--- config.mk ---
export PLATFORM = sky130hd
export DESIGN_NAME = acia_lite
export DESIGN_NICKNAME = d
export VERILOG_FILES = /design/src/rtl/acia_pkg.sv /design/src/rtl/acia_lite_rx.sv /design/src/rtl/acia_lite.sv
export SDC_FILE = /design/constraint.sdc
export NUM_CORES = 1
export LEC_CHECK = 0
export CAP_MARGIN = 10
export CORE_AREA = 2 2 99 101
export CTS_CLUSTER_DIAMETER = 80
export DETAILED_ROUTE_END_ITERATION = 8
export DIE_AREA = 0 0 101 103
export GPL_TIMING_DRIVEN = 0
export PLACE_DENSITY_LB_ADDON = 0.1
export SETUP_SLACK_MARGIN = 0.02
export SYNTH_ARGS = -nofsm -noshare
export SYNTH_HDL_FRONTEND = slang
export SYNTH_SLANG_ARGS = --single-unit
export TNS_END_PERCENT = 100
--- constraint.sdc ---
create_clock -name clk -period 3.45 [get_ports clk]
set_input_delay 0.69 -clock clk [delete_from_list [all_inputs] [get_ports clk]]
set_output_delay 0.69 -clock clk [all_outputs]
set_load 0.01 [all_outputs]
--- src/rtl/acia_pkg.sv ---
// Shared register map, status/command bit positions and serial FSM states
// for the acia_lite UART and its receiver.
package acia_pkg;

  localparam int unsigned DATA_W = 8;

  localparam logic [1:0] REG_DATA   = 2'b00;
  localparam logic [1:0] REG_STATUS = 2'b01;
  localparam logic [1:0] REG_CMD    = 2'b10;
  localparam logic [1:0] REG_RSVD   = 2'b11;

  localparam logic [2:0] ST_FE   = 3'd1;
  localparam logic [2:0] ST_OVR  = 3'd2;
  localparam logic [2:0] ST_RDRF = 3'd3;
  localparam logic [2:0] ST_TDRE = 3'd4;
  localparam logic [2:0] ST_IRQ  = 3'd7;

  localparam logic [2:0] CMD_RXIE = 3'd0;
  localparam logic [2:0] CMD_TXIE = 3'd1;

  typedef enum logic [1:0] {
    IDLE  = 2'd0,
    START = 2'd1,
    DATA  = 2'd2,
    STOP  = 2'd3
  } ser_state_e;

endpackage

--- src/rtl/acia_lite_rx.sv ---
// 8N1 receiver: 2-FF synchronizer, falling-edge start detect and mid-bit
// sampling; delivers the byte with a one-cycle done strobe and framing error.
module acia_lite_rx
  import acia_pkg::*;
#(
  parameter int unsigned CLKS_PER_BIT = 104
) (
  input  logic              clk,
  input  logic              reset,
  input  logic              rxd_i,
  output logic [DATA_W-1:0] byte_o,
  output logic              done_o,
  output logic              frame_err_o
);

  localparam int unsigned CNT_W = $clog2(CLKS_PER_BIT);
  localparam logic [CNT_W-1:0] BIT_LAST  = CNT_W'(CLKS_PER_BIT - 1);
  localparam logic [CNT_W-1:0] HALF_LAST = CNT_W'(CLKS_PER_BIT / 2 - 1);

  // [1:0] synchronizer stages, [2] previous synchronized sample
  logic [2:0]        sync_q;
  ser_state_e        state_q, state_d;
  logic [CNT_W-1:0]  cnt_q, cnt_d;
  logic [2:0]        bit_q, bit_d;
  logic [DATA_W-1:0] shift_q, shift_d;
  logic [DATA_W-1:0] byte_q, byte_d;
  logic              done_q, done_d;
  logic              fe_q, fe_d;
  logic              rx_c, fall_c;

  assign rx_c   = sync_q[1];
  assign fall_c = sync_q[2] & ~sync_q[1];

  always_ff @(posedge clk) begin
    if (reset) begin
      sync_q  <= 3'b111;
      state_q <= IDLE;
      cnt_q   <= '0;
      bit_q   <= '0;
      shift_q <= '0;
      byte_q  <= '0;
      done_q  <= 1'b0;
      fe_q    <= 1'b0;
    end else begin
      sync_q  <= {sync_q[1:0], rxd_i};
      state_q <= state_d;
      cnt_q   <= cnt_d;
      bit_q   <= bit_d;
      shift_q <= shift_d;
      byte_q  <= byte_d;
      done_q  <= done_d;
      fe_q    <= fe_d;
    end
  end

  always_comb begin
    state_d = state_q;
    cnt_d   = cnt_q;
    bit_d   = bit_q;
    shift_d = shift_q;
    byte_d  = byte_q;
    done_d  = 1'b0;
    fe_d    = fe_q;
    case (state_q)
      IDLE: begin
        if (fall_c) begin
          state_d = START;
          cnt_d   = HALF_LAST;
        end
      end
      START: begin
        if (cnt_q != '0) begin
          cnt_d = cnt_q - 1'b1;
        end else if (rx_c) begin
          state_d = IDLE;
        end else begin
          state_d = DATA;
          cnt_d   = BIT_LAST;
          bit_d   = '0;
        end
      end
      DATA: begin
        if (cnt_q != '0) begin
          cnt_d = cnt_q - 1'b1;
        end else begin
          shift_d = {rx_c, shift_q[DATA_W-1:1]};
          cnt_d   = BIT_LAST;
          bit_d   = bit_q + 3'd1;
          if (bit_q == 3'd7) state_d = STOP;
        end
      end
      STOP: begin
        if (cnt_q != '0) begin
          cnt_d = cnt_q - 1'b1;
        end else begin
          byte_d  = shift_q;
          fe_d    = ~rx_c;
          done_d  = 1'b1;
          state_d = IDLE;
        end
      end
      default: state_d = IDLE;
    endcase
  end

  assign byte_o      = byte_q;
  assign done_o      = done_q;
  assign frame_err_o = fe_q;

endmodule

--- src/rtl/acia_lite.sv ---
// Minimal ACIA-style 8N1 UART: CPU register file, transmitter FSM and
// interrupt logic; reception is delegated to acia_lite_rx.
module acia_lite
  import acia_pkg::*;
#(
  parameter int unsigned CLKS_PER_BIT = 104
) (
  input  logic       clk,
  input  logic       reset,
  input  logic       ce_n,
  input  logic       bus_en,
  input  logic       rw,
  input  logic [1:0] rs,
  input  logic [7:0] data_in,
  output logic [7:0] data_out,
  output logic       irq_n,
  output logic       txd,
  input  logic       rxd
);

  localparam int unsigned CNT_W = $clog2(CLKS_PER_BIT);
  localparam logic [CNT_W-1:0] BIT_LAST = CNT_W'(CLKS_PER_BIT - 1);

  ser_state_e        tx_state_q, tx_state_d;
  logic [CNT_W-1:0]  tx_cnt_q, tx_cnt_d;
  logic [2:0]        tx_bit_q, tx_bit_d;
  logic [DATA_W-1:0] tx_shift_q, tx_shift_d;
  logic [DATA_W-1:0] hold_q, hold_d;
  logic              txd_q, txd_d;
  logic              tdre_q, tdre_d;
  logic              tx_load_c;

  logic [DATA_W-1:0] rx_data_q, rx_data_d;
  logic [DATA_W-1:0] cmd_q, cmd_d;
  logic              rdrf_q, rdrf_d;
  logic              ovr_q, ovr_d;
  logic              fe_q, fe_d;
  logic              irq_n_q;

  logic [DATA_W-1:0] rx_byte;
  logic              rx_done, rx_fe;
  logic              access_c, rd_c, wr_c, irq_c;
  logic [DATA_W-1:0] status_c;

  assign access_c = ~ce_n & bus_en;
  assign rd_c     = access_c & rw;
  assign wr_c     = access_c & ~rw;

  acia_lite_rx #(.CLKS_PER_BIT(CLKS_PER_BIT)) u_rx (
    .clk         (clk),
    .reset       (reset),
    .rxd_i       (rxd),
    .byte_o      (rx_byte),
    .done_o      (rx_done),
    .frame_err_o (rx_fe)
  );

  always_ff @(posedge clk) begin
    if (reset) begin
      tx_state_q <= IDLE;
      tx_cnt_q   <= '0;
      tx_bit_q   <= '0;
      tx_shift_q <= '0;
      hold_q     <= '0;
      txd_q      <= 1'b1;
      tdre_q     <= 1'b1;
      rx_data_q  <= '0;
      cmd_q      <= '0;
      rdrf_q     <= 1'b0;
      ovr_q      <= 1'b0;
      fe_q       <= 1'b0;
      irq_n_q    <= 1'b1;
    end else begin
      tx_state_q <= tx_state_d;
      tx_cnt_q   <= tx_cnt_d;
      tx_bit_q   <= tx_bit_d;
      tx_shift_q <= tx_shift_d;
      hold_q     <= hold_d;
      txd_q      <= txd_d;
      tdre_q     <= tdre_d;
      rx_data_q  <= rx_data_d;
      cmd_q      <= cmd_d;
      rdrf_q     <= rdrf_d;
      ovr_q      <= ovr_d;
      fe_q       <= fe_d;
      irq_n_q    <= ~irq_c;
    end
  end

  // Transmitter; a pending byte at end of STOP chains straight into START.
  always_comb begin
    tx_state_d = tx_state_q;
    tx_cnt_d   = tx_cnt_q;
    tx_bit_d   = tx_bit_q;
    tx_shift_d = tx_shift_q;
    hold_d     = hold_q;
    txd_d      = txd_q;
    tdre_d     = tdre_q;
    tx_load_c  = 1'b0;
    case (tx_state_q)
      IDLE: begin
        txd_d     = 1'b1;
        tx_load_c = ~tdre_q;
      end
      START: begin
        if (tx_cnt_q != '0) begin
          tx_cnt_d = tx_cnt_q - 1'b1;
        end else begin
          tx_state_d = DATA;
          tx_cnt_d   = BIT_LAST;
          tx_bit_d   = '0;
          txd_d      = tx_shift_q[0];
        end
      end
      DATA: begin
        if (tx_cnt_q != '0) begin
          tx_cnt_d = tx_cnt_q - 1'b1;
        end else begin
          tx_cnt_d = BIT_LAST;
          tx_bit_d = tx_bit_q + 3'd1;
          if (tx_bit_q == 3'd7) begin
            tx_state_d = STOP;
            txd_d      = 1'b1;
          end else begin
            tx_shift_d = tx_shift_q >> 1;
            txd_d      = tx_shift_q[1];
          end
        end
      end
      STOP: begin
        if (tx_cnt_q != '0) begin
          tx_cnt_d = tx_cnt_q - 1'b1;
        end else if (!tdre_q) begin
          tx_load_c = 1'b1;
        end else begin
          tx_state_d = IDLE;
          txd_d      = 1'b1;
        end
      end
      default: tx_state_d = IDLE;
    endcase
    if (tx_load_c) begin
      tx_state_d = START;
      tx_cnt_d   = BIT_LAST;
      tx_shift_d = hold_q;
      tdre_d     = 1'b1;
      txd_d      = 1'b0;
    end
    // A CPU write on the load edge leaves the new byte pending behind the old one.
    if (wr_c && rs == REG_DATA) begin
      hold_d = data_in;
      tdre_d = 1'b0;
    end
  end

  // CPU clears are applied before RX completion so a same-edge read loses nothing.
  always_comb begin
    rx_data_d = rx_data_q;
    cmd_d     = cmd_q;
    rdrf_d    = rdrf_q;
    ovr_d     = ovr_q;
    fe_d      = fe_q;
    if (rd_c && rs == REG_DATA) begin
      rdrf_d = 1'b0;
      ovr_d  = 1'b0;
      fe_d   = 1'b0;
    end
    if (wr_c) begin
      case (rs)
        REG_STATUS: begin
          cmd_d = '0;
          ovr_d = 1'b0;
          fe_d  = 1'b0;
        end
        REG_CMD: cmd_d = data_in;
        default: ;
      endcase
    end
    if (rx_done) begin
      if (rx_fe) fe_d = 1'b1;
      if (rdrf_d) begin
        ovr_d = 1'b1;
      end else begin
        rx_data_d = rx_byte;
        rdrf_d    = 1'b1;
      end
    end
  end

  assign irq_c = (cmd_q[CMD_RXIE] & rdrf_q) | (cmd_q[CMD_TXIE] & tdre_q);

  always_comb begin
    status_c          = '0;
    status_c[ST_IRQ]  = irq_c;
    status_c[ST_TDRE] = tdre_q;
    status_c[ST_RDRF] = rdrf_q;
    status_c[ST_OVR]  = ovr_q;
    status_c[ST_FE]   = fe_q;
  end

  always_comb begin
    data_out = '0;
    if (!ce_n) begin
      case (rs)
        REG_DATA:   data_out = rx_data_q;
        REG_STATUS: data_out = status_c;
        REG_CMD:    data_out = cmd_q;
        REG_RSVD:   data_out = '0;
        default:    data_out = '0;
      endcase
    end
  end

  assign irq_n = irq_n_q;
  assign txd   = txd_q;

endmodule

==> out/results.txt <==
status -> complete, no violations
Overall Global Routing Usage -> 19.6%
FFs w/ async S/R, synth -> 0%
RePlAce Congestion -> 0.844
router iterations before antenna repair -> 4
Cell Area, Synth -> 4130 um2
Max-slew headroom -> 55.2%
critical path arrival -> 2.58 ns
area share of the largest cell type after synthesis -> 40.2%
number of synthesized flops with an enable pin -> 0
antenna viol nets, final -> 0
cell at the slowest stage of the critical path -> clkdlybuf4s50_1
kind of cell adding the most delay to the critical path -> buffers and inverters
pin count of the biggest net entering global routing -> 15
Max stage delay on crit path -> 0.54 ns
DRT iter0 DRCs -> 138
XOR/XNOR Fraction of Synth Area -> 0%
Comb power frac -> 38.0%
Clock Tree Buf Depth -> 2
# diodes -> 0
switch share -> 39.6%
Avg Inst Size Synth -> 8.28 um2
Worst Tran Pin Value -> 0.673 ns
power per cell area -> 603 nW/um2
Fillers -> 942
Non-Filler Instances -> 653
Via density -> 5.52
Placed Cells incl. Taps -> 638
NetSw -> 0.00112 W
worst setup path startpoint -> rs[0]
clock power share -> 23.0%
Hold/Removal Path Class -> reg -> reg
Routed WL per cell -> 15.1 um
Max Cap Viol -> 0
starting density of the core -> 43.7%
hold path start -> u_rx.sync_q[0]
Crit Path Class -> in -> out
post-detail-place hpwl -> 7250 um
initial antenna violation count -> 0
Primary FF master, synth -> dfxtp_1
period utilisation layout -> 94.9%
Synth Area in Simple Gates -> 22.5%
worst vdd ir -> 0.359 mV
die height -> 103 um
total power -> 0.00284 W
sequential area share after synthesis -> 40.2%
worst-path fanout max -> 10
Clk Latency, worst-skew pair -> 0.35 ns
TritonCTS clock tree -> yes
Port-buffer cells -> 25
Mapped Cells -> 499
vias in the first global route -> 3326
cell area after layout -> 4710 um2
most area-consuming cells after synthesis -> dfxtp_1 40%, ha_1 7.0%, a21oi_1 6.8%
Required @ worst endpoint -> 2.76 ns
RSZ-0062 raised after global routing -> false
area growth from synthesis to layout -> 13.9%
first-pass GRT wire length -> 16100 um
Synth Area in Adders -> 6.96%
final WL -> 9830 um
number of setup violations in the final report -> 0
share of layout cells above drive strength 1 -> 7.79%
DP Area -> 4530 um2
Worst-path clk slew -> 0.09 ns
row cnt -> 36
post-synthesis register bit count -> 83
Post-synth top cells -> 83 x dfxtp_1, 64 x nand2_1, 63 x nor2_1
CTS buffer count -> 9
fmax -> 0.306 GHz
power share of the sequential group -> 39.0%
fin nets -> 573
CP endpoint kind -> output pin
GRT overflow -> 0
largest area contributor in the netlist -> dfxtp_1
clock root buffer -> clkbuf_8
Hold Vio Cnt, Final -> 0
largest family of logic cells by synthesized area -> simple AND/OR/NAND/NOR gates
Pleak -> 1.78 nW
Worst Path Buf+Inv -> 4
clock sinks -> 83
Synth Net Count -> 538
mux cell area share after synthesis -> 6.66%
die width -> 101 um
crit path cell chain -> clkdlybuf4s50_1 -> inv_1 -> ha_2 -> clkbuf_4 -> nand2_1 -> nor2_1 -> a21oi_1 -> nor2_1 -> clkdlybuf4s50_1
startpoint types -> input port
Post-route DRC -> 0
post-CTS setup buffers -> 0
count leader, synth -> dfxtp_1
Power Internal -> 0.00171 W
H-tree depth -> 3
Compound-Gate Fraction of Synth Area -> 19.3%
core outline area -> 9460 um2
Ports -> 26
post-synth cell types -> 58
YS warnings -> 0
Period minus WS final -> 3.27 ns
via count -> 3602
die footprint -> 10400 um2
max-slew violations -> 0
worst reg2reg path startpoint -> tx_state_q[1]
Final Skew -> 0.00722 ns
==> kinds of logic after synthesis <==
group           Yosys count
compound gates          124
fa+ha+maj                23
simple gates            199
flops                    83
buf+inv                  43
mux                      27
==> metal layers <==
metal	part of all wire [%]	routed length, um	track usage, %
met2	46	4530	31.6
met3	2.9	284	3.32
met4	0.81	80	6.24
met1	50	4930	26.9
met5	0	0	0
==> placed cells by master (no fill, tap or decap), types with 4 or more instances in the layout <==
cell | Yosys | layout
dfxtp_1 | 83 | 83
nand2_1 | 64 | 64
nor2_1 | 63 | 63
a21oi_1 | 56 | 56
clkdlybuf4s50_1 | 0 | 25
mux2i_1 | 23 | 23
ha_1 | 23 | 22
clkbuf_1 | 21 | 19
inv_1 | 14 | 14
nand3_1 | 14 | 14
o21ai_0 | 13 | 13
clkbuf_8 | 0 | 10
nor3_1 | 8 | 8
a22oi_1 | 7 | 7
a221oi_1 | 7 | 7
nor2b_1 | 6 | 6
a31oi_1 | 6 | 6
or2_2 | 6 | 6
nand2b_1 | 5 | 5
a31o_2 | 5 | 5
nand4_1 | 5 | 5
and2_1 | 5 | 5
nor3b_1 | 5 | 5
a211oi_1 | 5 | 5
buf_2 | 4 | 4
==> through the flow <==
stage | setup WS [ns] | hold slack (ns) | utilization, % | TNS, ns
CTS | 0.101 | 0.433 | 49.7 | 0
finish | 0.177 | 0.435 | 49.8 | 0
floorplan | 0.996 | 0.389 | - | 0
detailed placement | -0.140 | 0.405 | 47.8 | -0.249
global placement | -0.123 | 0.397 | 47.8 | -0.240
global route | 0.0523 | 0.448 | 49.8 | 0
==> timing repair <==
action / in CTS / in global routing
gates resized for setup: 2 / 3
hold buffers: 0 / 0
pin swaps: 0 / 0
setup endpoints to repair: 2 / 7
gates cloned: 0 / 0
==> area by class of cell <==
type	count	area, um2	share of cell area (%)
flip-flops and latches	83	1660	35.3
multi-input cells	373	2300	48.8
clock inverters	5	37.5	0.797
inverters	15	56.3	1.20
plain buffers	27	123	2.60
clock buffers	11	141	3.00
well taps	114	143	3.03
repair buffers	25	250	5.31
==> power groups by stage <==
| stage | clock (W) | sequential, W | combinational (W) |
|---|---|---|---|
| floorplan | 0 | 0.00111 | 0.000811 |
| global placement | 0 | 0.00113 | 0.00104 |
| detailed placement | 0 | 0.00113 | 0.00106 |
| CTS | 0.000671 | 0.00111 | 0.00107 |
| global route | 0.000711 | 0.00112 | 0.00121 |
| finish | 0.000652 | 0.00111 | 0.00108 |
==> flip-flops by register name, indices dropped and copies added (netlist names), 7 cells and up, named ones only <==
| register | flops |
|---|---|
| tx_cnt_q | 7 |
| u_rx.shift_q | 8 |
| cmd_q | 8 |
| u_rx.byte_o | 8 |
| hold_q | 8 |
| rx_data_q | 8 |
| u_rx.cnt_q | 7 |
| tx_shift_q | 8 |
==> worst paths after layout <==
kind         cells after the start        endpoint  slack [ns]
max                              9     data_out[6]        0.18
min                              1  u_rx.sync_q[1]        0.43
max reg2reg                      7   tx_state_q[0]        1.11
min reg2reg                      1  u_rx.sync_q[1]        0.43
Power figures use the tool's default switching activity.
